$ cat src/rtl/maze_pkg.sv
// Shared walker description: room encoding, walker transition table and the
// precomputed shortest-path steering table used by the route scheduler.
package maze_pkg;

    typedef enum logic [2:0] {
        room0, room1, room2, room3, room4, room5, room6, room7
    } room_t;

    typedef enum logic {
        IDLE,
        NAV
    } state_t;

    // NEXT_ROOM[room][move]
    localparam logic [2:0] NEXT_ROOM [8][2] = '{
        '{3'd0, 3'd1},
        '{3'd2, 3'd4},
        '{3'd3, 3'd4},
        '{3'd3, 3'd0},
        '{3'd7, 3'd5},
        '{3'd3, 3'd6},
        '{3'd7, 3'd6},
        '{3'd1, 3'd5}
    };

    // NAV_MOVE[room][target]: first move of a shortest path, ties to 0;
    // the diagonal of the self-loop rooms holds their stay-put move.
    localparam logic [7:0] NAV_MOVE [8] = '{
        8'hFE, 8'hF0, 8'hF0, 8'hF7, 8'h69, 8'hC0, 8'h40, 8'h69
    };

    function automatic logic is_park_room(input int r);
        return (r == 0) || (r == 3) || (r == 6);
    endfunction

endpackage

$ cat src/rtl/maze_route_sched_rr_arbiter.sv
// Round-robin picker: the lowest requesting index at or after ptr (wrapping)
// wins; returns both the one-hot pick and its binary index.
module rr_arbiter #(
    parameter int N  = 4,
    parameter int IW = 2
) (
    input  logic [N-1:0]  req,
    input  logic [IW-1:0] ptr,
    output logic [N-1:0]  pick,
    output logic [IW-1:0] idx
);

    logic [N-1:0]  req_rot;
    logic [IW-1:0] off;
    logic [IW:0]   idx_raw;

    // req_rot[k] is the request k positions after ptr
    for (genvar gi = 0; gi < N; gi++) begin : g_rot
        logic [IW:0]   raw;
        logic [IW-1:0] ri;
        assign raw = {1'b0, ptr} + (IW+1)'(gi);
        assign ri  = (raw >= (IW+1)'(N)) ? IW'(raw - (IW+1)'(N)) : IW'(raw);
        assign req_rot[gi] = req[ri];
    end

    always_comb begin
        off = '0;
        for (int i = N - 1; i >= 0; i--) begin
            if (req_rot[i]) begin
                off = IW'(i);
            end
        end
    end

    assign idx_raw = {1'b0, ptr} + {1'b0, off};
    assign idx     = (idx_raw >= (IW+1)'(N)) ? IW'(idx_raw - (IW+1)'(N)) : IW'(idx_raw);

    for (genvar gi = 0; gi < N; gi++) begin : g_pick
        assign pick[gi] = (|req) && (idx == IW'(gi));
    end

endmodule

$ cat src/rtl/maze_route_sched.sv
// Shares the maze walker between requesters: grants one trip at a time,
// steers the walker along the shortest path and parks it when idle.
module maze_route_sched
    import maze_pkg::*;
#(
    parameter int NUM_REQ   = 4,
    parameter int PARK_ROOM = 0,
    parameter int MAX_HOPS  = 6
) (
    input  logic                   clk,
    input  logic                   rst,
    input  logic [NUM_REQ-1:0]     req,
    input  logic [3*NUM_REQ-1:0]   tgt_room,
    output logic [NUM_REQ-1:0]     gnt,
    output logic                   done,
    output logic                   timeout,
    output logic                   busy,
    input  logic [2:0]             room_in,
    output logic                   move,
    output logic                   sync_err
);

    localparam int IW = $clog2(NUM_REQ);
    localparam int HW = $clog2(MAX_HOPS + 1);
    localparam logic [2:0] PARK = 3'(PARK_ROOM);

    if (!is_park_room(PARK_ROOM)) begin : g_bad_park
        $error("PARK_ROOM must be a self-loop room (0, 3 or 6)");
    end
    if (NUM_REQ < 2 || NUM_REQ > 8) begin : g_bad_num_req
        $error("NUM_REQ must be in 2..8");
    end

    state_t               state_q, state_d;
    logic [NUM_REQ-1:0]   gnt_q, gnt_d;
    logic [IW-1:0]        rr_ptr_q, rr_ptr_d;
    room_t                cur_tgt_q, cur_tgt_d;
    logic [HW-1:0]        hop_cnt_q, hop_cnt_d;
    room_t                pred_room_q, pred_room_d;
    logic                 sync_err_q, sync_err_d;

    logic [NUM_REQ-1:0]   pick;
    logic [IW-1:0]        pick_idx;
    logic [2:0]           tgt_arr [NUM_REQ];
    logic                 arrive;
    logic                 hop_limit;
    logic [2:0]           steer;

    for (genvar gi = 0; gi < NUM_REQ; gi++) begin : g_tgt
        assign tgt_arr[gi] = tgt_room[3*gi +: 3];
    end

    rr_arbiter #(
        .N  (NUM_REQ),
        .IW (IW)
    ) u_arb (
        .req  (req),
        .ptr  (rr_ptr_q),
        .pick (pick),
        .idx  (pick_idx)
    );

    // move is a function of room_in and registered state only
    assign arrive    = (state_q == NAV) && (room_in == cur_tgt_q);
    assign hop_limit = (state_q == NAV) && !arrive && (hop_cnt_q == HW'(MAX_HOPS));
    assign steer     = ((state_q == NAV) && !arrive) ? cur_tgt_q : PARK;
    assign move      = NAV_MOVE[room_in][steer];

    assign gnt      = gnt_q;
    assign done     = arrive;
    assign timeout  = hop_limit;
    assign busy     = (state_q == NAV);
    assign sync_err = sync_err_q;

    always_comb begin
        state_d     = state_q;
        gnt_d       = gnt_q;
        rr_ptr_d    = rr_ptr_q;
        cur_tgt_d   = cur_tgt_q;
        hop_cnt_d   = hop_cnt_q;
        pred_room_d = room_t'(NEXT_ROOM[room_in][move]);
        sync_err_d  = sync_err_q | (room_in != pred_room_q);

        case (state_q)
            IDLE: begin
                if (|req) begin
                    state_d   = NAV;
                    gnt_d     = pick;
                    cur_tgt_d = room_t'(tgt_arr[pick_idx]);
                    hop_cnt_d = '0;
                    rr_ptr_d  = (pick_idx == IW'(NUM_REQ - 1)) ? '0 : pick_idx + IW'(1);
                end
            end
            NAV: begin
                if (arrive || hop_limit) begin
                    state_d = IDLE;
                    gnt_d   = '0;
                end else begin
                    hop_cnt_d = hop_cnt_q + HW'(1);
                end
            end
            default: begin
                state_d = IDLE;
                gnt_d   = '0;
            end
        endcase
    end

    always_ff @(posedge clk or posedge rst) begin
        if (rst) begin
            state_q     <= IDLE;
            gnt_q       <= '0;
            rr_ptr_q    <= '0;
            cur_tgt_q   <= room0;
            hop_cnt_q   <= '0;
            pred_room_q <= room0;
            sync_err_q  <= 1'b0;
        end else begin
            state_q     <= state_d;
            gnt_q       <= gnt_d;
            rr_ptr_q    <= rr_ptr_d;
            cur_tgt_q   <= cur_tgt_d;
            hop_cnt_q   <= hop_cnt_d;
            pred_room_q <= pred_room_d;
            sync_err_q  <= sync_err_d;
        end
    end

endmodule
$ cat config.mk
export PLATFORM = sky130hd
export DESIGN_NAME = maze_route_sched
export DESIGN_NICKNAME = d
export VERILOG_FILES = /design/src/rtl/maze_pkg.sv /design/src/rtl/maze_route_sched_rr_arbiter.sv /design/src/rtl/maze_route_sched.sv
export SDC_FILE = /design/constraint.sdc
export NUM_CORES = 1
export LEC_CHECK = 0
export BUFFER_PORTS_ARGS = -buffer_cell sky130_fd_sc_hd__buf_4
export CORE_ASPECT_RATIO = 0.7
export CORE_MARGIN = 1
export CORE_UTILIZATION = 47
export DETAILED_ROUTE_END_ITERATION = 7
export PLACE_DENSITY_LB_ADDON = 0.12
export SLEW_MARGIN = 20
export SYNTH_ARGS = -nofsm -noshare
export SYNTH_HDL_FRONTEND = slang
export SYNTH_SLANG_ARGS = --single-unit
$ cat constraint.sdc
create_clock -name clk -period 3 [get_ports clk]
set_input_delay 0.6 -clock clk [delete_from_list [all_inputs] [get_ports clk]]
set_output_delay 0.6 -clock clk [all_outputs]
set_load 0.05 [all_outputs]
Word level (Yosys, flattened, before mapping)
Memories as Yosys holds them, arrays and structs flattened.
Index checks and enable logic that the tools add are counted.
{"block": "totals", "mem_bits_ro": 112, "n_memories": 2, "latchBits": 0, "word_cells": 101, "out_inout_bits": 9, "input_bits": 21, "reg_bits": 17, "ramBits": 0}
{"name": "(name not given)", "depth": 8, "width": 8, "read_ports": 1, "rd_ports_with_merged_regs": 0, "wr": 0, "line": "maze_route_sched.sv:67", "rtl": "assign move = NAV_MOVE[room_in][steer];"}
{"name": "(name not given)", "depth": 8, "width": 6, "read_ports": 1, "rd_ports_with_merged_regs": 0, "wr": 0, "line": "maze_route_sched.sv:81", "rtl": "pred_room_d = room_t'(NEXT_ROOM[room_in][move]);"}
{"block": "op_classes", "n_addsub": 11, "n_eq_ne": 9, "bitwise": 5, "multipliers": 0, "n_reduce_logical": 14, "order_cmp": 13, "div_mod_pow": 0, "shift": 0, "mux": 40}
{"operator": "$mux 3", "n": 8}
{"operator": "$mux 2", "n": 10}
{"operator": "$mux 8", "n": 2}
{"operator": "$ge 3x3->1 const B", "n": 5}
{"operator": "$lt 2x3->1 const B", "n": 4}
{"operator": "$mux 6", "n": 2}
{"operator": "$sub 2x1->2 const B", "n": 5}
{"operator": "$bmux 1 s2", "n": 4}
{"operator": "$mux 4", "n": 2}
{"operator": "$pmux 4 s2", "n": 1}
{"operator": "$logic_and 1x1->1", "n": 7}
{"operator": "$mux 1", "n": 7}
{"operator": "$add 2x2->3 const B", "n": 2}
{"operator": "$bmux 3 s2", "n": 1}
{"operator": "$pmux 3 s2", "n": 1}
{"operator": "$reduce_and 2->1", "n": 3}
{"operator": "$eq 2x2->1 const B", "n": 2}
{"operator": "$ge 4x4->1 const B", "n": 1}
{"operator": "$lt 3x4->1 const B", "n": 1}
{"operator": "$ne 2x2->1 const B", "n": 2}
{"operator": "$not 3->4", "n": 1}
{"operator": "$reduce_or 4->1", "n": 1}
{"operator": "$add 2x1->3 const B", "n": 1}
{"operator": "$add 2x2->3", "n": 1}
{"operator": "other kinds (18)", "n": 18}

Logic depth before layout (Yosys ltp)
{"block": "logic_depth", "depth_word": 16, "ltp_mapped": 11, "mapped_depth_nobuf": 10}

Modules after synthesis
Synthesis repeated with hierarchy kept, for this count alone.
{"block": "unflattened", "cells_unflattened": 150, "hier_area_um2": 1407.6}
{"mod": "maze_route_sched", "cells_per_inst": 112, "seq_area_each_um2": 425.4, "area_per_inst_um2": 1117.3, "n_inst": 1}
{"mod": "rr_arbiter", "cells_per_inst": 38, "seq_area_each_um2": 0.0, "area_per_inst_um2": 290.3, "n_inst": 1}

Worst setup path before layout
No wires, ideal clock.
{"block": "synth_path", "kind": "input -> output", "start": "input room_in[2]", "end": "output done", "cell_stages": 3, "path_slack_ns": -0.136, "required_ns": 2.400, "t_arrival_ns": 2.536, "path_buffers": 1, "path_cell_list": "buf_6 xor2_1 nor4b_1"}
{"block": "synth_between", "elab_chain_len": 2}
{"element": "start: declaration", "line": "maze_route_sched.sv:18", "rtl": "input logic [2:0] room_in,"}
{"element": "$eq 3x3->1", "line": "maze_route_sched.sv:64", "rtl": "assign arrive = (state_q == NAV) && (room_in == cur_tgt_q);"}
{"element": "$logic_and 1x1->1", "line": "maze_route_sched.sv:64"}
{"element": "end: declaration", "line": "maze_route_sched.sv:15", "rtl": "output logic done,"}
Every way passes these cells.

Worst setup path after layout
{"block": "layout_path", "start": "input room_in[1]", "end": "output move"}
{"block": "layout_between", "elab_chain_len": 7, "elab_cells_between_ends": 11, "cone_classes": "1 x eq/ne; 5 x mux; 1 x bitwise; 3 x reduce/logical; 1 x memory"}
{"element": "parallel branches: the longest is 5 deep, another holds $mem_v2 8x8"}
{"element": "$bmux 1 s3 *", "line": "maze_route_sched.sv:67"}
{"element": "$mux 1 (implied by the code) *", "line": "maze_route_sched.sv:67"}
{"element": "end: declaration", "line": "maze_route_sched.sv:19", "rtl": "output logic move,"}
Every way passes the cells marked *. The select of a mux whose other input is x is not followed.

==> reports/metrics.cfg <==
[run_status]
status=complete, no violations

[layout]
fin_nets=209
fill_cells=220
area_growth_pct=21.8
layout-drive-gt1-share_pct=24.9
design_area_sq_mm=0.00162
num_antenna_cells=0
register_area_sq_um=425
multiInputGateArea_sq_um=847

[logic_synthesis]
synth_warnings=0
ys.flop_type=dfrtp_1
yosysSeqAreaShare_pct=32.0
synth_edf_count=0
synth_cell_types=46
ys_async_sr_fraction_pct=100
ys_ff_latch=17
syn_inst=149
syn_area_per_cell_sq_um=8.91
synth_fp_nets=180
netlist_area_sq_mm=0.00133

[floorplan]
placementRows=15
die_area_sq_mm=0.00304
start_util_pct=51.6
die_x_um=65.5
ios=30
die_h_um=46.5
coreArea_sq_mm=0.00257

[placed_design]
gp_congestion=0.891
pre_cts_ws_ns=0.0864
dp_hpwl_um=2420
io_buffers=29
placed_cell_area_sq_mm=0.00156

[sta]
setup_viol=0
post-route-min-period_ns=2.87
drv_slew=0
finalHoldViolations=0
rsz0062_at_grt=false
max_slew.worst_pin.slew_ns=0.633
timing.hold.ws_ns=0.435
tns_ns=0
timing.final.ws_setup_ns=0.133
slew_headroom_pct=57.8
fmax_ghz=0.349
fin_crit_sh_pct=95.6
fin_skew_ns=0.00271

[routing]
finalWirelength_um=2940
drc_errors=0
viasPerCell=5.64
wl_per_cell_um=13.9
ant_nets=0
drtPass1Iterations=4
vias=1189
drtIter0Drc=33

[clock_tree]
cts_hold_buffers=0
clockRootBuffer=clkbuf_8
cts.sinks=17
cts_buffer_depth=2
cts.reportedPaths.clkPinSlew_ns=0.07
cts_inserted_buffers=3
htree_levels=1
post_cts_buffers=0
tritoncts=done
insertion_delay_ns=0.25
cts_resized=0

[pwr]
ir_worst_vdd_mv=0.421
leakage_nw=0.739
power_w=0.00172
power_density_mw_per_mm2=1060

[setup_path]
crit_required_ns=2.40
path_cells=buf_4 > inv_1 > ha_2 > nor2b_1 > o311ai_1 > a221oi_2 > nor3_4 > inv_2 > buf_4
crit_start=room_in[1]
cpMostUsedCell=buf_4
crit_fanout=7
cp.arrival_ns=2.27
end_kind=output port
crit_type=in2out
crit_slowest_cell=ha_2
r2r-start=rr_ptr_q[0]
crit_buf_inv=4
slowest_delay_ns=0.40
path_delay_family=compound AO/OA/AOI/OAI gates
start_kind=input port

[global_route]
grt_max_degree=18
grt-ovfl-total=0
antenna_found_initial=0
grt_pass1_vias=1047
grtUsageTotal_pct=21.2
grt_pass1_wl_um=4780

[worst_hold_path]
min_path_type=in2async

[run]
max-cap-violations=0

cells by family (layout without fill, tap and decap cells):
group / count (synthesis) / in the layout / share of synthesized area, %
XOR/XNOR: 8 / 8 / 5.28
adder cells (fa/ha/maj): 10 / 10 / 9.43
AO/OA/AOI/OAI: 43 / 43 / 24.3
buffers and inverters: 14 / 42 / 5.28
AND/OR/NAND/NOR: 55 / 55 / 21.8
multiplexers: 2 / 2 / 1.88
flip-flops: 17 / 17 / 32.0
stage by stage:
step / utilization (%) / instances
5_1_grt: 62.9 / 211
2_1_floorplan: - / 149
6_report: 62.9 / 211
3_5_place_dp: 60.7 / 207
3_3_place_gp: 60.7 / 207
4_1_cts: 62.5 / 211
placed cells by master, fill, tap and decap left out, drive strengths merged, types with 2 or more instances in the layout:
master   synthesis  final
a22o             2      2
o21ai           10     10
nand2           16     16
buf              3     30
o31ai            5      5
clkbuf           3      3
ha              10     10
nand3            3      3
a21oi            6      6
inv              8      8
xor2             6      6
xnor2            2      2
a32o             2      2
o22ai            2      2
nor2            13     13
nand2b           3      3
nor4b            2      2
nor3             3      3
dfrtp           17     17
nor2b            9      9
a2111oi          3      3
a221oi           4      4
cell usage after synthesis (3+ instances only):
library cell / n / area (sq um)
a21oi_1: 6 / 30.0
a221oi_1: 3 / 26.3
dfrtp_1: 17 / 425
ha_1: 10 / 125
inv_1: 7 / 26.3
nand2_1: 16 / 60.1
nand2b_1: 3 / 18.8
nand3_1: 3 / 15.0
nor2_1: 13 / 48.8
nor2b_1: 9 / 56.3
o21ai_0: 10 / 50.1
o31ai_1: 4 / 30.0
xor2_1: 6 / 52.6
routing by layer:
layer	wire length [um]	vias to the layer above	track usage, %	share of wire, %
met5	0	-	0	0
met4	7	0	3.91	0.24
met3	153	2	3.96	5.2
met2	1260	36	31.8	43
met1	1520	553	31.9	52
li1	-	598	-	-
path summary, 6_finish.rpt:
check / end / slack [ns] / depth (start not counted)
worst max-delay path: move / 0.13 / 9
worst min-delay path: hop_cnt_q[1] / 0.44 / 2
worst max register to register: cur_tgt_q[0] / 0.39 / 10
worst min register to register: gnt[1] / 0.49 / 2
max in group asynchronous: cur_tgt_q[0] / 2.16 / 2
min in group clk: gnt[1] / 0.49 / 2
worst register-to-register path, delay by kind of cell (launching register included):
kind,cells,cell delay (ns)
flops,1,0.51
xor+xnor,1,0.28
simple gates,3,0.55
fa+ha+maj,1,0.23
compound gates,5,0.92
flip-flops by register name (all words and copies together) (netlist names):
register     cells
hop_cnt_q        3
sync_err         1
rr_ptr_q         2
pred_room_q      3
gnt              4
cur_tgt_q        3
busy             1
where the power goes:
group / switching, W / internal, W / total (W)
registers: 0.000118 / 0.000327 / 0.000445
clock network: 0.0000750 / 0.0000920 / 0.000167
logic: 0.000664 / 0.000445 / 0.00111
area by class of cell:
cell class / count / share of cell area [%]
timing repair buffer: 30 / 13.9
inverter: 8 / 1.86
clock inverter: 1 / 0.310
multi-input combinational: 118 / 52.4
clock buffer: 3 / 2.55
sequential: 17 / 26.3
tap: 34 / 2.63
Power figures use the tool's default switching activity.
